**src/rtl/uart_pkg.sv**
```systemverilog
// Shared UART constants and receiver state encoding.
// PARITY state exists only when UART_RX_PARITY_EN is defined.
package uart_pkg;

  localparam int UART_DBIT    = 8;
  localparam int UART_SB_TICK = 16;

  typedef enum logic [2:0] {
    S_IDLE,
    S_START,
    S_DATA,
`ifdef UART_RX_PARITY_EN
    S_PARITY,
`endif
    S_STOP
  } rx_state_e;

endpackage

```
**src/rtl/sync_2ff.sv**
```systemverilog
// Two-flop synchronizer for an asynchronous level.
// Both flops reset to the idle-high line value.
module sync_2ff (
  input  logic clk,
  input  logic rst_n,
  input  logic d,
  output logic q
);

  logic meta_q;
  logic sync_q;

  always_ff @(posedge clk or negedge rst_n) begin
    if (!rst_n) begin
      meta_q <= 1'b1;
      sync_q <= 1'b1;
    end else begin
      meta_q <= d;
      sync_q <= meta_q;
    end
  end

  assign q = sync_q;

endmodule

```
**src/rtl/uart_rx_ctrl.sv**
```systemverilog
// UART receiver, 16x oversampled, LSB first.
// Define UART_RX_PARITY_EN to add a parity bit and parity_err check.
module uart_rx_ctrl
  import uart_pkg::*;
#(
  parameter int DBIT       = UART_DBIT,
  parameter int SB_TICK    = UART_SB_TICK,
  parameter int PARITY_ODD = 0
) (
  input  logic            sys_clk,
  input  logic            rst_n,
  input  logic            sample_tick,
  input  logic            rx,
  output logic [DBIT-1:0] rx_data,
  output logic            rx_done,
  output logic            frame_err,
  output logic            parity_err
);

  localparam int SW = (SB_TICK > 16) ? $clog2(SB_TICK) : 4;
  localparam int NW = (DBIT > 1) ? $clog2(DBIT) : 1;

  rx_state_e       state_q, state_d;
  logic [SW-1:0]   s_q, s_d;
  logic [NW-1:0]   n_q, n_d;
  logic [DBIT-1:0] b_q, b_d;
  logic [DBIT-1:0] data_q, data_d;
  logic            done_q, done_d;
  logic            ferr_q, ferr_d;
  logic            rx_s;
  logic            rx_prev_q;
  logic            fall;

  sync_2ff u_sync (
    .clk   (sys_clk),
    .rst_n (rst_n),
    .d     (rx),
    .q     (rx_s)
  );

  // Start only on a real edge, so a held-low break waits for recovery.
  assign fall = rx_prev_q & ~rx_s;

`ifdef UART_RX_PARITY_EN
  logic par_q, par_d;
  logic perr_q, perr_d;
`endif

  always_comb begin
    state_d = state_q;
    s_d     = s_q;
    n_d     = n_q;
    b_d     = b_q;
    data_d  = data_q;
    ferr_d  = ferr_q;
    done_d  = 1'b0;
`ifdef UART_RX_PARITY_EN
    par_d   = par_q;
    perr_d  = perr_q;
`endif
    unique case (state_q)
      S_IDLE: begin
        if (fall) begin
          state_d = S_START;
          s_d     = '0;
        end
      end
      S_START: begin
        if (sample_tick) begin
          if (s_q == SW'(7)) begin
            if (!rx_s) begin
              state_d = S_DATA;
              s_d     = '0;
              n_d     = '0;
            end else begin
              state_d = S_IDLE;
            end
          end else begin
            s_d = s_q + 1'b1;
          end
        end
      end
      S_DATA: begin
        if (sample_tick) begin
          if (s_q == SW'(15)) begin
            s_d = '0;
            b_d = {rx_s, b_q[DBIT-1:1]};
            if (n_q == NW'(DBIT-1)) begin
`ifdef UART_RX_PARITY_EN
              state_d = S_PARITY;
`else
              state_d = S_STOP;
`endif
            end else begin
              n_d = n_q + 1'b1;
            end
          end else begin
            s_d = s_q + 1'b1;
          end
        end
      end
`ifdef UART_RX_PARITY_EN
      S_PARITY: begin
        if (sample_tick) begin
          if (s_q == SW'(15)) begin
            s_d     = '0;
            par_d   = rx_s;
            state_d = S_STOP;
          end else begin
            s_d = s_q + 1'b1;
          end
        end
      end
`endif
      S_STOP: begin
        if (sample_tick) begin
          if (s_q == SW'(SB_TICK-1)) begin
            state_d = S_IDLE;
            data_d  = b_q;
            ferr_d  = ~rx_s;
            done_d  = 1'b1;
`ifdef UART_RX_PARITY_EN
            perr_d  = (^b_q) ^ par_q ^ (PARITY_ODD != 0);
`endif
          end else begin
            s_d = s_q + 1'b1;
          end
        end
      end
      default: state_d = S_IDLE;
    endcase
  end

  always_ff @(posedge sys_clk or negedge rst_n) begin
    if (!rst_n) begin
      state_q   <= S_IDLE;
      s_q       <= '0;
      n_q       <= '0;
      b_q       <= '0;
      data_q    <= '0;
      done_q    <= 1'b0;
      ferr_q    <= 1'b0;
      rx_prev_q <= 1'b1;
    end else begin
      state_q   <= state_d;
      s_q       <= s_d;
      n_q       <= n_d;
      b_q       <= b_d;
      data_q    <= data_d;
      done_q    <= done_d;
      ferr_q    <= ferr_d;
      rx_prev_q <= rx_s;
    end
  end

`ifdef UART_RX_PARITY_EN
  always_ff @(posedge sys_clk or negedge rst_n) begin
    if (!rst_n) begin
      par_q  <= 1'b0;
      perr_q <= 1'b0;
    end else begin
      par_q  <= par_d;
      perr_q <= perr_d;
    end
  end

  assign parity_err = perr_q;
`else
  assign parity_err = 1'b0 & (PARITY_ODD != 0);
`endif

  assign rx_data   = data_q;
  assign rx_done   = done_q;
  assign frame_err = ferr_q;

endmodule
```
**config.mk**
```make
export PLATFORM = sky130hd
export DESIGN_NAME = uart_rx_ctrl
export DESIGN_NICKNAME = d
export VERILOG_FILES = /design/src/rtl/uart_pkg.sv /design/src/rtl/sync_2ff.sv /design/src/rtl/uart_rx_ctrl.sv
export SDC_FILE = /design/constraint.sdc
export NUM_CORES = 1
export LEC_CHECK = 0
export CAP_MARGIN = 25
export CORE_MARGIN = 1.5
export CORE_UTILIZATION = 55
export CTS_CLUSTER_SIZE = 25
export DETAILED_ROUTE_END_ITERATION = 7
export HOLD_SLACK_MARGIN = 0.06
export PLACE_DENSITY = 0.78
export SKIP_CTS_REPAIR_TIMING = 1
export SLEW_MARGIN = 20
export SYNTH_ARGS = -nofsm -noshare
export SYNTH_HDL_FRONTEND = slang
export SYNTH_SLANG_ARGS = --single-unit
export TNS_END_PERCENT = 100
```
**constraint.sdc**
```tcl
create_clock -name sys_clk -period 2.7 [get_ports sys_clk]
set_clock_uncertainty 0.2 [all_clocks]
set_input_delay 0.675 -clock sys_clk [delete_from_list [all_inputs] [get_ports sys_clk]]
set_output_delay 0.675 -clock sys_clk [all_outputs]
set_load 0.01 [all_outputs]
```
==> flow_summary.json, run 1 <==
{
  "viasPerCell": 5.72,
  "clock-sinks": 30,
  "hold_slack_ns": 0.162,
  "syn_to_final_growth_pct": 15.7,
  "dr_total_vias": 943,
  "antenna_found_initial": 0,
  "hpwl_um": 1710,
  "ioPinCount": 15,
  "grt.total_usage_pct": 19.2,
  "power.leakage_nw": 0.809,
  "die-area_um2": 2960,
  "die_y_um": 54.4,
  "core_um2": 2500,
  "yosys.cell_types.count": 37,
  "rsz0062_at_grt": "no",
  "setup_viol": 0,
  "critPathSlowestCell": "a2111oi_0",
  "clock_latency_ns": 0.32,
  "utilization_pct": 67.3,
  "cts_made_buffers": 5,
  "synth_area_leaders": "dfrtp_1, mux2_2, ha_1, dfstp_2, nand2_1",
  "clock_power_share_pct": 26.7,
  "first_iter_violations": 10,
  "hold_class": "reg2reg",
  "nets": 146,
  "dieWidth_um": 54.4,
  "critPathArrivalTime_ns": 2.41,
  "ir_drop_uv": 646,
  "power.density_nw_per_um2": 816,
  "criticalPathCategory": "reg2reg",
  "place_area_um2": 1600,
  "reg2reg_depth": 6,
  "syn_inst": 117,
  "tns_ns": 0,
  "synth_ff_type": "dfrtp_1",
  "ant_nets": 0,
  "min_period_ns": 2.42,
  "fill_cells": 187,
  "syn_nets": 128,
  "drv_cap": 0,
  "async_flop_share_pct": 100,
  "cts-root-buf": "clkbuf_4",
  "placementRows": 18,
  "drt-total-wl_um": 2450,
  "htreeDepth": 2,
  "tightest_slew_ns": 0.576,
  "slew_headroom_pct": 60.6,
  "p_int_mw": 0.906,
  "grt_pass1_vias": 882,
  "crit_chain": "inv_1 > ha_1 > nor3_2 > o2bb2ai_2 > a2111oi_0 > o32ai_1",
  "clk_pin_slew_ns": 0.10,
  "finalCritPeriodShare_pct": 89.7,
  "start_util_pct": 58.2,
  "antennaDiodeCount": 0,
  "synth_top_area_share_pct": 46.5,
  "synth-edff-count": 0,
  "wl_per_cell_um": 14.8,
  "synth-seq-area-share_pct": 51.9,
  "cts_tree": "yes",
  "yosysMostFrequentCell": "dfrtp_1",
  "worst-path-buf-inv": 1,
  "critPathMaxFanout": 10,
  "cp_top_family": "compound AO/OA/AOI/OAI gates",
  "seqPwrFrac_pct": 39.6,
  "report.power.total_mw": 1.37,
  "clock_path_buffers": 2,
  "seqCellArea_um2": 754,
  "drive_gt1_share_pct": 25.9,
  "multi_input_area_um2": 638,
  "status": "complete, no violations",
  "cp-end-kind": "flip-flop",
  "synthesis.area_um2": 1450,
  "timing.final.ws_setup_ns": 0.277,
  "switching_share_pct": 34.1,
  "clock.fmax_mhz": 413,
  "slowest_delay_ns": 0.53,
  "placedCellCount": 158,
  "hold_path_depth": 0,
  "post-route-cell-area_um2": 1680,
  "synth_top_cell_by_area": "dfrtp_1",
  "hold_viol_final": 0,
  "critPathLaunchType": "flip-flop",
  "fin_cells": 165,
  "dr.pass1.iters": 4,
  "ys_seq_elements": 30,
  "dp_worst_setup_slack_ns": 0.283,
  "crit_required_ns": 2.69,
  "ys_warn_count": 0,
  "post-route-drc-count": 0,
  "yosys-top-cells-count": "dfrtp_1, mux2_2, nand2_1",
  "avgSynthCellArea_um2": 12.4,
  "p_comb_share_pct": 33.6,
  "maxSlewViolCount": 0,
  "cp.depth": 6,
  "grt_start_max_net_pins": 31,
  "portBuffers": 13,
  "grt_pass1_wl_um": 3870,
  "overflow": 0,
  "switching_power_mw": 0.468,
  "globalplace.congestion": 0.749
}
[state kept, by name, indices dropped and copies added (netlist names), 2 cells and up]
signal / flops
b_q: 8
n_q: 3
rx_data: 8
s_q: 4
state_q: 2
[final cells by class]
class                      count  share of cell area [%]
sequential                    30                    44.8
multi-input combinational     76                    37.9
timing repair buffer          15                    8.62
clock buffer                   6                    3.05
tap                           30                    2.23
clock inverter                 1                    1.78
inverter                       7                    1.56
[kinds of logic (layout without fill, tap and decap cells)]
logic type / count (synthesis) / count (layout) / synth area share, %
flip-flops: 30 / 30 / 51.9
AO/OA/AOI/OAI: 16 / 16 / 10.3
other: 1 / 1 / 0.258
buffers and inverters: 11 / 29 / 4.22
adder cells (fa/ha/maj): 7 / 7 / 6.02
AND/OR/NAND/NOR: 32 / 32 / 11.5
multiplexers: 20 / 20 / 15.7
[power by group through the flow]
stage	Combinational, mW	Clock, mW	Sequential (mW)
5_1_grt	0.511	0.398	0.552
3_3_place_gp	0.434	0	0.549
6_report	0.462	0.367	0.544
2_1_floorplan	0.389	0	0.540
4_1_cts	0.462	0.373	0.544
3_5_place_dp	0.460	0	0.552
[cell usage in the layout (no fill, tap or decap), types with 2 or more instances in the layout]
master,netlist,layout
dfrtp_1,27,27
mux2_2,16,16
clkdlybuf4s50_1,0,13
nand2_1,8,8
inv_1,7,7
ha_1,7,7
nor2_1,6,6
nand3_1,5,5
clkbuf_4,0,5
a211o_1,3,3
o21ai_0,3,3
dfstp_2,3,3
mux2i_1,2,2
nor2b_1,2,2
nor4_1,2,2
o31ai_1,2,2
buf_4,1,2
[worst register-to-register path, cell delays in order, from the launching register on]
cell and delay, ns:
dfrtp_1 0.40, inv_1 0.10, ha_1 0.34, nor3_2 0.36, o2bb2ai_2 0.17, a2111oi_0 0.53
o32ai_1 0.18
[path summary, 6_finish.rpt]
check                                              from                     end  slack [ns]
worst min-delay path            u_sync.meta_q$_DFF_PN1_      u_sync.q$_DFF_PN1_        0.16
max in group asynchronous                         rst_n     rx_prev_q$_DFF_PN1_        1.46
min in group asynchronous                         rst_n  state_q[1]$_DFFE_PN0P_        0.52
worst max-delay path             state_q[0]$_DFFE_PN0P_  state_q[0]$_DFFE_PN0P_        0.28
worst max register to register   state_q[0]$_DFFE_PN0P_  state_q[0]$_DFFE_PN0P_        0.28
worst min register to register  u_sync.meta_q$_DFF_PN1_      u_sync.q$_DFF_PN1_        0.16
[per-layer routing]
metal | global-route usage, % | share of wire (%) | up-vias
met1 | 24.1 | 45 | 466
li1 | - | - | 453
met5 | 0 | 0 | -
met2 | 30.3 | 49 | 20
met4 | 6.25 | 1.1 | 0
met3 | 7.38 | 4.4 | 4
Note: power is estimated with default switching activity, not from simulation.
==> run 2: changes to the inputs <==
--- a/config.mk
+++ b/config.mk
@@ -10,11 +10,9 @@
 export CORE_UTILIZATION = 55
 export CTS_CLUSTER_SIZE = 25
 export DETAILED_ROUTE_END_ITERATION = 7
-export HOLD_SLACK_MARGIN = 0.06
 export PLACE_DENSITY = 0.78
 export SKIP_CTS_REPAIR_TIMING = 1
 export SLEW_MARGIN = 20
 export SYNTH_ARGS = -nofsm -noshare
 export SYNTH_HDL_FRONTEND = slang
 export SYNTH_SLANG_ARGS = --single-unit
-export TNS_END_PERCENT = 100
==> results of run 2 <==
Final layout, timing and power as in run 1 (identical DEF).
